**config.mk**
```make
export PLATFORM = sky130hd
export DESIGN_NAME = spi_master_ch
export DESIGN_NICKNAME = d
export VERILOG_FILES = /design/src/rtl/spi_master_ch_pkg.sv /design/src/rtl/spi_master_ch_clk_gen.sv /design/src/rtl/spi_master_ch.sv
export SDC_FILE = /design/constraint.sdc
export NUM_CORES = 1
export LEC_CHECK = 0
export ABC_CLOCK_PERIOD_IN_PS = 2800
export BUFFER_PORTS_ARGS = -buffer_cell sky130_fd_sc_hd__buf_2
export CAP_MARGIN = 0
export CORE_MARGIN = 10
export CORE_UTILIZATION = 52
export CTS_CLUSTER_DIAMETER = 120
export CTS_CLUSTER_SIZE = 16
export DETAILED_ROUTE_END_ITERATION = 8
export GPL_TIMING_DRIVEN = 0
export HOLD_SLACK_MARGIN = 0.15
export PLACE_DENSITY = 0.74
export SLEW_MARGIN = 25
export SYNTH_ARGS = -nofsm -noshare
export SYNTH_HDL_FRONTEND = slang
export SYNTH_HIERARCHICAL = 1
export SYNTH_SLANG_ARGS = --single-unit
```
**constraint.sdc**
```tcl
create_clock -name clk -period 2.8 [get_ports clk]
set_input_delay 0.56 -clock clk [delete_from_list [all_inputs] [get_ports clk]]
set_output_delay 0.56 -clock clk [all_outputs]
set_load 0.02 [all_outputs]
```
**src/rtl/spi_master_ch_pkg.sv**
```systemverilog
// rtl/spi_master_ch_pkg.sv - shared constants, FSM encodings and helpers for spi_master_ch
package spi_master_ch_pkg;

    localparam int W_CPU       = 8;
    localparam int CLK_DIV_DEF = 2;
    localparam int N_SS_DEF    = 2;

    localparam logic [1:0] ST_IDLE  = 2'd0;
    localparam logic [1:0] ST_SETUP = 2'd1;
    localparam logic [1:0] ST_XFER  = 2'd2;
    localparam logic [1:0] ST_HOLD  = 2'd3;

    // Slave-select index width; a single slave still gets a 1-bit port.
    function automatic int ss_width(input int n);
        return (n > 1) ? $clog2(n) : 1;
    endfunction

endpackage

```
**src/rtl/spi_master_ch_clk_gen.sv**
```systemverilog
// rtl/spi_master_ch_clk_gen.sv - SCLK divider with one-cycle leading/trailing edge strobes
module spi_clk_gen #(
    parameter int CLK_DIV = 2
) (
    input  logic clk,
    input  logic rst,
    input  logic en,
    input  logic idle_lvl,
    output logic spi_clk,
    output logic lead_edge,
    output logic trail_edge
);

    localparam int CW = (CLK_DIV > 1) ? $clog2(CLK_DIV) : 1;

    logic [CW-1:0] cnt;
    logic          tick;

    // The strobes fire in the cycle whose clock edge moves spi_clk, so the
    // master can sample/shift in lockstep with the registered SCLK change.
    assign tick       = en && (cnt == CW'(CLK_DIV - 1));
    assign lead_edge  = tick && (spi_clk == idle_lvl);
    assign trail_edge = tick && (spi_clk != idle_lvl);

    // Divider: SCLK parks at the idle level whenever the transfer phase is not active.
    always_ff @(posedge clk) begin
        if (!rst) begin
            cnt     <= '0;
            spi_clk <= idle_lvl;
        end else if (!en) begin
            cnt     <= '0;
            spi_clk <= idle_lvl;
        end else if (tick) begin
            cnt     <= '0;
            spi_clk <= ~spi_clk;
        end else begin
            cnt     <= cnt + 1'b1;
        end
    end

endmodule

```
**src/rtl/spi_master_ch.sv**
```systemverilog
// rtl/spi_master_ch.sv - full-duplex SPI master; SPI_MODE_SEL_EN adds runtime cpol/cpha
module spi_master_ch
    import spi_master_ch_pkg::*;
#(
    parameter int W_Data  = W_CPU,
    parameter int CLK_DIV = CLK_DIV_DEF,
    parameter int N_SS    = N_SS_DEF
) (
    input  logic                        clk,
    input  logic                        rst,
    input  logic [W_Data-1:0]           tx_data,
    input  logic                        tx_valid,
    output logic                        tx_ready,
    input  logic [ss_width(N_SS)-1:0]   ss_sel,
`ifdef SPI_MODE_SEL_EN
    input  logic                        cpol,
    input  logic                        cpha,
`endif
    output logic [W_Data-1:0]           rx_data,
    output logic                        rx_valid,
    output logic                        busy,
    output logic                        spi_clk,
    output logic [N_SS-1:0]             ss_n,
    output logic                        mosi,
    input  logic                        miso
);

    localparam int SS_W = ss_width(N_SS);
    localparam int CW   = (CLK_DIV > 1) ? $clog2(CLK_DIV) : 1;
    localparam int BCW  = $clog2(W_Data) + 1;

    logic [1:0]        state;
    logic [CW-1:0]     ph_cnt;
    logic [BCW-1:0]    bit_cnt;
    logic [W_Data-1:0] tx_sh;
    logic [W_Data-1:0] rx_sh;
    logic              cpol_q;
    logic              cpha_q;
    logic              cpol_in;
    logic              cpha_in;
    logic              idle_lvl;
    logic              lead_edge;
    logic              trail_edge;
    logic              last_bit;
    logic [N_SS-1:0]   ss_dec;

`ifdef SPI_MODE_SEL_EN
    assign cpol_in = cpol;
    assign cpha_in = cpha;
`else
    assign cpol_in = 1'b0;
    assign cpha_in = 1'b0;
`endif

    assign busy     = (state != ST_IDLE);
    assign last_bit = (bit_cnt == BCW'(W_Data - 1));
    // Idle level tracks the live cpol input only while no transfer owns the bus.
    assign idle_lvl = (state == ST_IDLE || !rst) ? cpol_in : cpol_q;

    // One-hot-low select decode; an out-of-range index asserts no line.
    always_comb begin
        ss_dec = '1;
        for (int i = 0; i < N_SS; i++) begin
            if (ss_sel == SS_W'(i)) begin
                ss_dec[i] = 1'b0;
            end
        end
    end

    spi_clk_gen #(
        .CLK_DIV    (CLK_DIV)
    ) u_clk_gen (
        .clk        (clk),
        .rst        (rst),
        .en         (state == ST_XFER),
        .idle_lvl   (idle_lvl),
        .spi_clk    (spi_clk),
        .lead_edge  (lead_edge),
        .trail_edge (trail_edge)
    );

    // Transfer sequencer: accept, select setup, shift/sample, select hold, complete.
    always_ff @(posedge clk) begin
        if (!rst) begin
            state    <= ST_IDLE;
            tx_ready <= 1'b0;
            rx_valid <= 1'b0;
            rx_data  <= '0;
            mosi     <= 1'b0;
            ss_n     <= '1;
            ph_cnt   <= '0;
            bit_cnt  <= '0;
            tx_sh    <= '0;
            rx_sh    <= '0;
            cpol_q   <= 1'b0;
            cpha_q   <= 1'b0;
        end else begin
            rx_valid <= 1'b0;
            case (state)
                ST_IDLE: begin
                    tx_ready <= 1'b1;
                    if (tx_valid && tx_ready) begin
                        tx_ready <= 1'b0;
                        tx_sh    <= tx_data;
                        rx_sh    <= '0;
                        bit_cnt  <= '0;
                        ph_cnt   <= '0;
                        cpol_q   <= cpol_in;
                        cpha_q   <= cpha_in;
                        ss_n     <= ss_dec;
                        state    <= ST_SETUP;
                        // Mode with CPHA=0 needs the MSB valid before the first edge.
                        if (!cpha_in) begin
                            mosi <= tx_data[W_Data-1];
                        end
                    end
                end
                ST_SETUP: begin
                    if (ph_cnt == CW'(CLK_DIV - 1)) begin
                        ph_cnt <= '0;
                        state  <= ST_XFER;
                    end else begin
                        ph_cnt <= ph_cnt + 1'b1;
                    end
                end
                ST_XFER: begin
                    if (lead_edge) begin
                        if (cpha_q) begin
                            mosi  <= tx_sh[W_Data-1];
                            tx_sh <= tx_sh << 1;
                        end else begin
                            rx_sh <= {rx_sh[W_Data-2:0], miso};
                        end
                    end
                    if (trail_edge) begin
                        if (cpha_q) begin
                            rx_sh <= {rx_sh[W_Data-2:0], miso};
                        end else if (!last_bit) begin
                            mosi  <= tx_sh[W_Data-2];
                            tx_sh <= tx_sh << 1;
                        end
                        if (last_bit) begin
                            state <= ST_HOLD;
                        end else begin
                            bit_cnt <= bit_cnt + 1'b1;
                        end
                    end
                end
                default: begin
                    if (ph_cnt == CW'(CLK_DIV - 1)) begin
                        ph_cnt   <= '0;
                        state    <= ST_IDLE;
                        ss_n     <= '1;
                        rx_data  <= rx_sh;
                        rx_valid <= 1'b1;
                        tx_ready <= 1'b1;
                    end else begin
                        ph_cnt <= ph_cnt + 1'b1;
                    end
                end
            endcase
        end
    end

endmodule

```
==> reports/qor.yml <==
yosys:
  synth_top_family_by_area: "simple AND/OR/NAND/NOR gates"
  ys_warn_count: 6
  synthTopCellsByArea: "dfxtp_1, mux2i_1, nand2_1"
  netlist_area_mm2: 0.00179
  synth_largest_area_cell: "dfxtp_1"
  synth_xor_area_share_pct: 0.490
  synth_simple_gate_area_share_pct: 21.8
  synthAdderAreaFrac_pct: 2.80
  synth-seq-area-share_pct: 42.0
  syn_avg_cell_area_um2: 9.18
  async_flop_share_pct: 0
  yosysUniqueCellTypes: 36
  synthDominantCellAreaShare_pct: 40.3
  synthMuxAreaShare_pct: 17.4
  yosys_register_bits: 37
  synthCells: 195
  synth-compound-area-share_pct: 10.5
  synth_edf_count: 1
  synth_flop_cell: "dfxtp_1"
critical_path:
  worstPathRequired_ps: 2240
  end_kind: "output pin"
  crit_type: "reg -> out"
  cp-start-kind: "flip-flop"
  crit_path_max_fanout: 9
  critPathArrivalTime_ps: 1400
floorplanning:
  die_x_um: 78.7
  core_area_mm2: 0.00334
  fp-row-count: 21
  start_util_pct: 53.6
  io_pins: 28
  fp.dieH_um: 78.7
  dieArea_mm2: 0.00619
min_path:
  hold_path_class: "reg -> reg"
clock_tree:
  cts_sinks: 37
  clk_latency_ps: 340
  postCtsHoldBufs: 0
  clockBufferDepth: 2
  post-cts-setup-buffers: 0
  htreeDepth: 2
  tritoncts: "done"
  cts_made_buffers: 5
  cts_root_buf: "clkbuf_4"
  cts_resized: 0
  clk_pin_slew_ps: 120
finish:
  drive_gt1_share_pct: 22.5
  nNetsFinal: 247
  final.fill_count: 318
  syn2layout_area_growth_pct: 16.9
  final_common_cell: "nand2_1"
  most-common-layout-cells: "nand2_1, dfxtp_1, buf_2"
  antenna_cells: 0
placement:
  hpwl_um: 2800
  place.gp.congestion: 0.803
  place_worst_setup_slack_ps: 928
  port_buffers: 27
global_routing:
  grt_usage_pct: 12.4
  globalRouteOverflowTotal: 0
  grt_max_degree: 14
  antenna_found_initial: 0
  grt_pass1_vias: 1452
  grt_pass1_wl_um: 6500
power:
  vdd_drop_max_v: 0.000504
  clkPwrFrac_pct: 24.0
  cell_internal_pwr_uw: 1260
  p_sw_uw: 700
  power.leakage_uw: 0.000867
  pwr_density_cell_mw_per_mm2: 939
  power.share.combinational_pct: 41.4
  pwr-share-seq_pct: 34.7
  swShare_pct: 35.6
detailed_routing:
  vias_per_cell: 5.31
  drtIter0Drc: 93
  drtPass1Iterations: 5
  routed_wl_um: 3770
  wl_per_cell_um: 13.6
  via_count: 1472
  ant_nets: 0
  drc: 0
timing:
  max_freq_ghz: 0.511
  finalHoldViolations: 0
  tightest_slew_ps: 505
  min_period_over_period_pct: 69.9
  skew_ps: 11.0
  setup_viol: 0
  setup_tns_ps: 0
  maxSlewViolCount: 0
  rsz0062_at_grt: "false"
  holdWs_ps: 457
  slew_headroom_pct: 66.2
  final.min_clock_period_ps: 1960
  fin_ws_ps: 844
flow_run:
  maxCapViolations: 0
outcome:
  status: "finished clean"
==> metrics by stage <==
stage	cells	utilization [%]	power [µW]	instance area [µm²]
after floorplan	196	-	1340	1790
after global placement	269	59.5	1490	1990
after detailed placement	269	59.5	1500	1990
after CTS	277	62.7	1980	2090
after global routing	277	62.7	2090	2090
final	277	62.7	1960	2090
==> Yosys cell counts, drive strengths merged (2+ instances only) <==
master  number
mux2i       21
a21oi        4
nor2b        2
clkbuf       7
ha           4
inv          5
nand2b       2
a211oi       3
nor2         5
nand3       22
nand3b       3
nor3b        3
dfxtp       36
a21boi       9
buf          6
nand4b       2
nand2       38
mux2         9
==> sequential cells by signal (all words and copies together), names as in the netlist <==
name / count
rx_sh: 8
bit_cnt: 4
state: 2
rx_data: 8
tx_sh: 7
mosi: 1
ph_cnt: 1
tx_ready: 1
u_clk_gen/spi_clk: 1
u_clk_gen/cnt: 1
ss_n: 2
rx_valid: 1
==> per-layer routing <==
metal | up-vias | GRT usage [%] | part of all wire [%]
li1 | 747 | - | -
met1 | 669 | 15.3 | 47
met2 | 52 | 19.2 | 44
met3 | 4 | 5.58 | 8.2
met4 | 0 | 3.23 | 0.90
met5 | - | 0 | 0
==> area by class of cell <==
class,instances,area (µm²),area share (%)
Buffer,13,67.6,3.23
Clock buffer,5,37.5,1.79
Clock inverter,3,68.8,3.29
Inverter,5,18.8,0.897
Multi-Input combinational cell,141,956,45.7
Sequential cell,37,751,35.9
Tap cell,46,57.6,2.75
Timing Repair Buffer,27,135,6.46
==> path summary, 6_finish.rpt <==
path,startpoint,end,slack [ps],depth (start not counted)
setup / recovery,state[0]$_SDFFE_PN0P_,busy,840,5
hold / removal,u_clk_gen/cnt$_SDFF_PP0_,u_clk_gen/cnt$_SDFF_PP0_,460,1
hold reg to reg,u_clk_gen/cnt$_SDFF_PP0_,u_clk_gen/cnt$_SDFF_PP0_,460,1
setup reg to reg,state[0]$_SDFFE_PN0P_,tx_sh[5]$_SDFFE_PN0P_,850,8
==> kinds of logic after synthesis <==
group	count (synthesis)
AND/OR/NAND/NOR	80
flip-flops	37
multiplexers	30
AO/OA/AOI/OAI	24
buffers and inverters	18
adder cells (fa/ha/maj)	4
other	1
XOR/XNOR	1
==> power groups by stage <==
stage	Clock [µW]	Combinational [µW]	Sequential [µW]
floorplan	0	627	711
global placement	0	801	690
detailed placement	0	812	693
CTS	477	817	682
global route	499	894	694
finish	471	812	681
==> critical path, cell delays in order, from the launching register on <==
cell and delay, ps:
dfxtp_1 380, inv_1 90, ha_1 210, buf_6 130, inv_1 80, buf_2 170
Power figures use the tool's default switching activity.
